File: src/rtl/lpdiv.sv
// ============================================================================
// lpdiv : iterative 8-bit restoring divider, signed/unsigned with saturation
// Revision: 1.0
// ============================================================================
`default_nettype none

package sparrow;
    localparam int VLEN = 8;
endpackage

module lpdiv #(
    parameter int VLEN = sparrow::VLEN
) (
    input  logic                clk,
    input  logic                rstn,
    input  logic                in_valid,
    output logic                in_ready,
    input  logic [VLEN-1:0]     opA,
    input  logic [VLEN-1:0]     opB,
    input  logic                sign,
    input  logic                sat,
    output logic                out_valid,
    input  logic                out_ready,
    output logic [2*VLEN-1:0]   div_res,
    output logic                dz,
    output logic                ovf
);

    localparam int CW = $clog2(VLEN);
    localparam logic [VLEN-1:0] C_SMIN = {1'b1, {(VLEN-1){1'b0}}};
    localparam logic [VLEN-1:0] C_SMAX = {1'b0, {(VLEN-1){1'b1}}};
    localparam logic [VLEN-1:0] C_ONES = {VLEN{1'b1}};
    localparam logic [CW-1:0]   C_CNT_TOP = CW'(VLEN - 1);

    typedef enum logic [1:0] {
        S_IDLE = 2'd0,
        S_CALC = 2'd1,
        S_FIX  = 2'd2,
        S_DONE = 2'd3
    } state_t;

    state_t              state_q, state_d;
    logic [CW-1:0]       cnt_q, cnt_d;
    logic [VLEN-1:0]     q_q, q_d;
    logic [VLEN-1:0]     r_q, r_d;
    logic [VLEN-1:0]     b_q, b_d;
    logic                negq_q, negq_d;
    logic                negr_q, negr_d;
    logic [2*VLEN-1:0]   res_q, res_d;
    logic                dz_q, dz_d;
    logic                ovf_q, ovf_d;

    logic [VLEN-1:0]     w_abs_a;
    logic [VLEN-1:0]     w_abs_b;
    logic                w_is_dz;
    logic                w_is_ovf;
    logic [VLEN-1:0]     w_dz_quot;
    logic [VLEN:0]       w_r_sh;
    logic                w_ge;

    // |-128| wraps to 0x80, which is exactly the unsigned magnitude we want
    assign w_abs_a  = (sign & opA[VLEN-1]) ? -opA : opA;
    assign w_abs_b  = (sign & opB[VLEN-1]) ? -opB : opB;
    assign w_is_dz  = (opB == '0);
    assign w_is_ovf = sign & (opA == C_SMIN) & (opB == C_ONES);
    assign w_dz_quot = (sign & sat) ? (opA[VLEN-1] ? C_SMIN : C_SMAX) : C_ONES;

    // The shifted partial remainder carries the extra bit, so the stored
    // remainder never needs more than VLEN bits.
    assign w_r_sh = {r_q, q_q[VLEN-1]};
    assign w_ge   = (w_r_sh >= {1'b0, b_q});

    always_comb begin
        state_d = state_q;
        cnt_d   = cnt_q;
        q_d     = q_q;
        r_d     = r_q;
        b_d     = b_q;
        negq_d  = negq_q;
        negr_d  = negr_q;
        res_d   = res_q;
        dz_d    = dz_q;
        ovf_d   = ovf_q;

        case (state_q)
            S_IDLE: begin
                if (in_valid) begin
                    negq_d = sign & (opA[VLEN-1] ^ opB[VLEN-1]);
                    negr_d = sign & opA[VLEN-1];
                    dz_d   = 1'b0;
                    ovf_d  = 1'b0;
                    q_d    = w_abs_a;
                    b_d    = w_abs_b;
                    r_d    = '0;
                    cnt_d  = C_CNT_TOP;
                    if (w_is_dz) begin
                        dz_d    = 1'b1;
                        res_d   = {opA, w_dz_quot};
                        state_d = S_DONE;
                    end else if (w_is_ovf) begin
                        ovf_d   = 1'b1;
                        res_d   = {{VLEN{1'b0}}, (sat ? C_SMAX : C_SMIN)};
                        state_d = S_DONE;
                    end else begin
                        state_d = S_CALC;
                    end
                end
            end
            S_CALC: begin
                q_d = {q_q[VLEN-2:0], w_ge};
                r_d = w_ge ? (w_r_sh[VLEN-1:0] - b_q) : w_r_sh[VLEN-1:0];
                if (cnt_q == '0) begin
                    state_d = S_FIX;
                end else begin
                    cnt_d = cnt_q - 1'b1;
                end
            end
            S_FIX: begin
                res_d   = {(negr_q ? -r_q : r_q), (negq_q ? -q_q : q_q)};
                state_d = S_DONE;
            end
            S_DONE: begin
                if (out_ready) begin
                    state_d = S_IDLE;
                end
            end
            default: state_d = S_IDLE;
        endcase
    end

    always_ff @(posedge clk) begin
        if (!rstn) begin
            state_q <= S_IDLE;
            cnt_q   <= '0;
            q_q     <= '0;
            r_q     <= '0;
            b_q     <= '0;
            negq_q  <= 1'b0;
            negr_q  <= 1'b0;
            res_q   <= '0;
            dz_q    <= 1'b0;
            ovf_q   <= 1'b0;
        end else begin
            state_q <= state_d;
            cnt_q   <= cnt_d;
            q_q     <= q_d;
            r_q     <= r_d;
            b_q     <= b_d;
            negq_q  <= negq_d;
            negr_q  <= negr_d;
            res_q   <= res_d;
            dz_q    <= dz_d;
            ovf_q   <= ovf_d;
        end
    end

    assign in_ready  = (state_q == S_IDLE);
    assign out_valid = (state_q == S_DONE);
    assign div_res   = res_q;
    assign dz        = dz_q;
    assign ovf       = ovf_q;

endmodule

`default_nettype wire

File: config.mk
export PLATFORM = sky130hd
export DESIGN_NAME = lpdiv
export DESIGN_NICKNAME = d
export VERILOG_FILES = /design/src/rtl/lpdiv.sv
export SDC_FILE = /design/constraint.sdc
export NUM_CORES = 1
export LEC_CHECK = 0
export CORE_MARGIN = 2
export CORE_UTILIZATION = 60
export DETAILED_ROUTE_END_ITERATION = 12
export PLACE_DENSITY_LB_ADDON = 0.1
export SYNTH_ARGS = -nofsm -noshare
export SYNTH_HDL_FRONTEND = slang
export SYNTH_SLANG_ARGS = --single-unit
File: constraint.sdc
create_clock -name clk -period 4.5 [get_ports clk]
set_input_delay 0.9 -clock clk [delete_from_list [all_inputs] [get_ports clk]]
set_output_delay 0.9 -clock clk [all_outputs]
set_load 0.05 [all_outputs]
==> out/qor.txt <==
GRT Max-Usage Layer - met2
# DRC - 0
Slew Limit Headroom - 0.319
CP Cell Sequence - clkdlybuf4s50_1 > nor4_4 > a41oi_4 > o22ai_2 > o211ai_1 > o211a_1
Hold buffers post-CTS - 0
H-tree depth - 2
Sink Count - 49
Seq/Total Area, Yosys - 0.301
Hold Path Stages - 2
Status - complete, no violations
Die area - 6040 µm²
GRT Util Overall - 0.257
Number of max-cap violations - 0
Mapped Cells - 396
Critical R2R Launch - state_q[0]$_SDFFE_PN0P_
Die Height - 77.7 µm
Gate power share - 0.559
Setup crit start kind - primary input
Routed Antenna Nets - 0
WL/cell - 15.1 µm
Yosys cell types - 60
RePlAce Congestion - 0.886
Critical path endpoint category - flip-flop
Reg power frac - 0.292
Nets - 466
NetSw - 0.00100 W
Largest family of logic cells by synthesized area - compound AO/OA/AOI/OAI gates
Fin. Hold Viols - 0
Initial antenna violation count - 0
Max Clock Skew - 0.00366 ns
Port Buffers - 41
Worst reg-to-reg setup slack - 1.91 ns
R2R depth - 6
Core Box Area - 5170 µm²
Max Root-Sink Buffers - 2
Cell Rows - 26
# IOs - 42
Gr ovfl total - 0
Setup TNS - 0 ns
CP peak stage delay - 0.70 ns
Fill cells - 424
GR met3 Demand/Resource - 0.0488
Grt met2 use - 0.401
Initial DRC count - 259
Final min period - 2.98 ns
CP max stage cell - o22ai_2
Post-synthesis simple-gate area fraction - 0.189
Yosys warns - 0
Worst Hold Class - reg2reg
Pre-antenna DRT Iters - 5
Layout cells sized above 1 - 0.0518
Ys flop type - dfxtp_1
Crit share post-route - 0.662
EDFF count, synth - 0
Achievable clock frequency - 0.336 GHz
Share of the synthesized area in the top cell type - 0.301
Ranking of synthesized cells by area - dfxtp_1, ha_1, nand2_1
Post-synthesis mux area share - 0.0342
DR vias - 2,957
Inst Count DP - 487
Ys async rst share - 0
Synth Area in Adders - 0.0790
First-pass GRT wire length - 12,400 µm
Root buffer cell - clkbuf_8
P_leak - 1.56 nW
Clock Pin Slew Worst Setup and Hold Paths - 0.09 ns
Post-CTS sizing - 0
Fin cells - 495
Antenna cells - 0
GRT met1 Usage - 0.361
CTS Buf Count - 5
Post-CTS Setup Bufs - 0
Vias in the first global route - 2,676
Die Wd - 77.7 µm
Critical path data required time - 4.71 ns
Skew-Pair Late Insertion Delay - 0.31 ns
Worst vdd ir - 0.480 mV
Area delta synth->final - 16.5%
Clk pwr share - 0.149
Switching share of power - 0.447
Pint - 0.00124 W
Hold Path Sink - b_q[0]$_SDFFE_PN0P_
RSZ-0062 raised after global routing - no
Worst slew pin tran - 1.01 ns
Hpwl dp - 5580 µm
WS Path Type - in2reg
Critical-path maximum fanout - 23
Routed wire length - 7460 µm
Reg2reg end - div_res[9]$_SDFFE_PN0P_
Synthesized Nets - 438
Initial core utilization - 0.630
XOR/XNOR Fraction of Synth Area - 0.0618
Setup violations, final - 0
Arrival time at the worst endpoint - 3.19 ns
Core Util, Final - 0.734
CTS tree - done
Power Density - 589 nW/µm²
Register bit count reported by yosys - 49
Max Slew Vio Count - 0
Critical hold path startpoint - b_q[0]$_SDFFE_PN0P_
Area leader, netlist - dfxtp_1
Largest net degree at the start of global routing - 28
Via density - 5.97
Syn Std Cell Area - 3260 µm²
Mean Syn Cell Area - 8.23 µm²
Compound-Gate Fraction of Synth Area - 0.271
[cell type report]
| cell class | instances | area, µm² | area share |
|---|---|---|---|
| flip-flops and latches | 49 | 981 | 0.258 |
| repair buffers | 43 | 425 | 0.112 |
| clock inverters | 2 | 37.5 | 0.00988 |
| clock buffers | 6 | 82.6 | 0.0217 |
| well taps | 70 | 87.6 | 0.0231 |
| inverters | 30 | 113 | 0.0297 |
| multi-input cells | 295 | 2070 | 0.545 |
[worst max-delay path by stage]
| stage | depth (start not counted) | start | end | slack [ns] |
|---|---|---|---|---|
| after global routing | 6 | opA[2] | div_res[9]$_SDFFE_PN0P_ | 1.32 |
| after global placement | 6 | opA[2] | div_res[9]$_SDFFE_PN0P_ | 1.26 |
| after floorplan | 8 | opB[0] | div_res[0]$_SDFFE_PN0P_ | 2.13 |
| final | 6 | opA[2] | div_res[9]$_SDFFE_PN0P_ | 1.52 |
| after detailed placement | 6 | opA[2] | div_res[9]$_SDFFE_PN0P_ | 1.20 |
| after CTS | 6 | opA[2] | div_res[9]$_SDFFE_PN0P_ | 1.53 |
[layer usage]
| layer | share of wire | up-vias |
|---|---|---|
| met5 | 0 | - |
| li1 | - | 1469 |
| met1 | 0.49 | 1399 |
| met4 | 0.013 | 0 |
| met2 | 0.45 | 78 |
| met3 | 0.054 | 11 |
[metrics by stage]
| stage | worst slack [ns] | instance area, µm² | total power [W] | hold WS [ns] |
|---|---|---|---|---|
| 6_report | 1.52 | 3800 | 0.00224 | 0.477 |
| 4_1_cts | 1.53 | 3800 | 0.00223 | 0.476 |
| 3_5_place_dp | 1.20 | 3680 | 0.00189 | 0.462 |
| 2_1_floorplan | 2.13 | 3260 | 0.00160 | 0.443 |
| 3_3_place_gp | 1.26 | 3680 | 0.00185 | 0.459 |
| 5_1_grt | 1.32 | 3800 | 0.00241 | 0.495 |
[worst max-delay path, delay by kind of cell]
kind,cells,cell delay [ns]
AND/OR/NAND/NOR,1,0.45
AO/OA/AOI/OAI,4,1.26
buffers and inverters,1,0.56
[power groups by stage]
stage	Clock (W)	Sequential, W	Combinational [W]
after floorplan	0	0.000705	0.000900
after global routing	0.000357	0.000669	0.00139
after detailed placement	0	0.000659	0.00123
final	0.000334	0.000653	0.00125
after global placement	0	0.000655	0.00120
after CTS	0.000334	0.000649	0.00124
[Yosys cell counts, drive strengths merged, types with 8 or more instances]
cell,count
mux2i,10
xnor2,13
xor2,10
nand2,45
a21oi,21
inv,30
nand3,14
dfxtp,49
o211a,13
o21ai,31
and2,8
ha,19
nor2,23
clkbuf,15
[logic make-up after synthesis]
| family | Yosys count |
|---|---|
| simple gates | 123 |
| compound gates | 118 |
| buf+inv | 52 |
| flops | 49 |
| xor+xnor | 23 |
| fa+ha+maj | 20 |
| mux | 11 |
[placed cells by master (no fill, tap or decap), types with 3 or more instances in the layout]
cell type	count
a21boi_0	7
a21oi_1	21
a22oi_1	6
a31oi_1	4
and2_1	8
clkbuf_8	6
clkdlybuf4s50_1	41
dfxtp_1	49
ha_1	19
inv_1	30
mux2i_1	10
nand2_1	44
nand2b_1	3
nand3_1	14
nor2_1	23
nor2b_1	5
nor3_1	5
o211a_1	13
o21ai_0	30
o221a_1	7
o31ai_1	3
or3_1	6
xnor2_1	13
xor2_1	10
[flip-flops by register name, indices dropped and copies added, names as in the netlist]
| register | count |
|---|---|
| negr_q | 1 |
| b_q | 8 |
| q_q | 8 |
| r_q | 8 |
| cnt_q | 3 |
| state_q | 2 |
| dz | 1 |
| ovf | 1 |
| negq_q | 1 |
| div_res | 16 |
(Power assumes the default switching activity.)
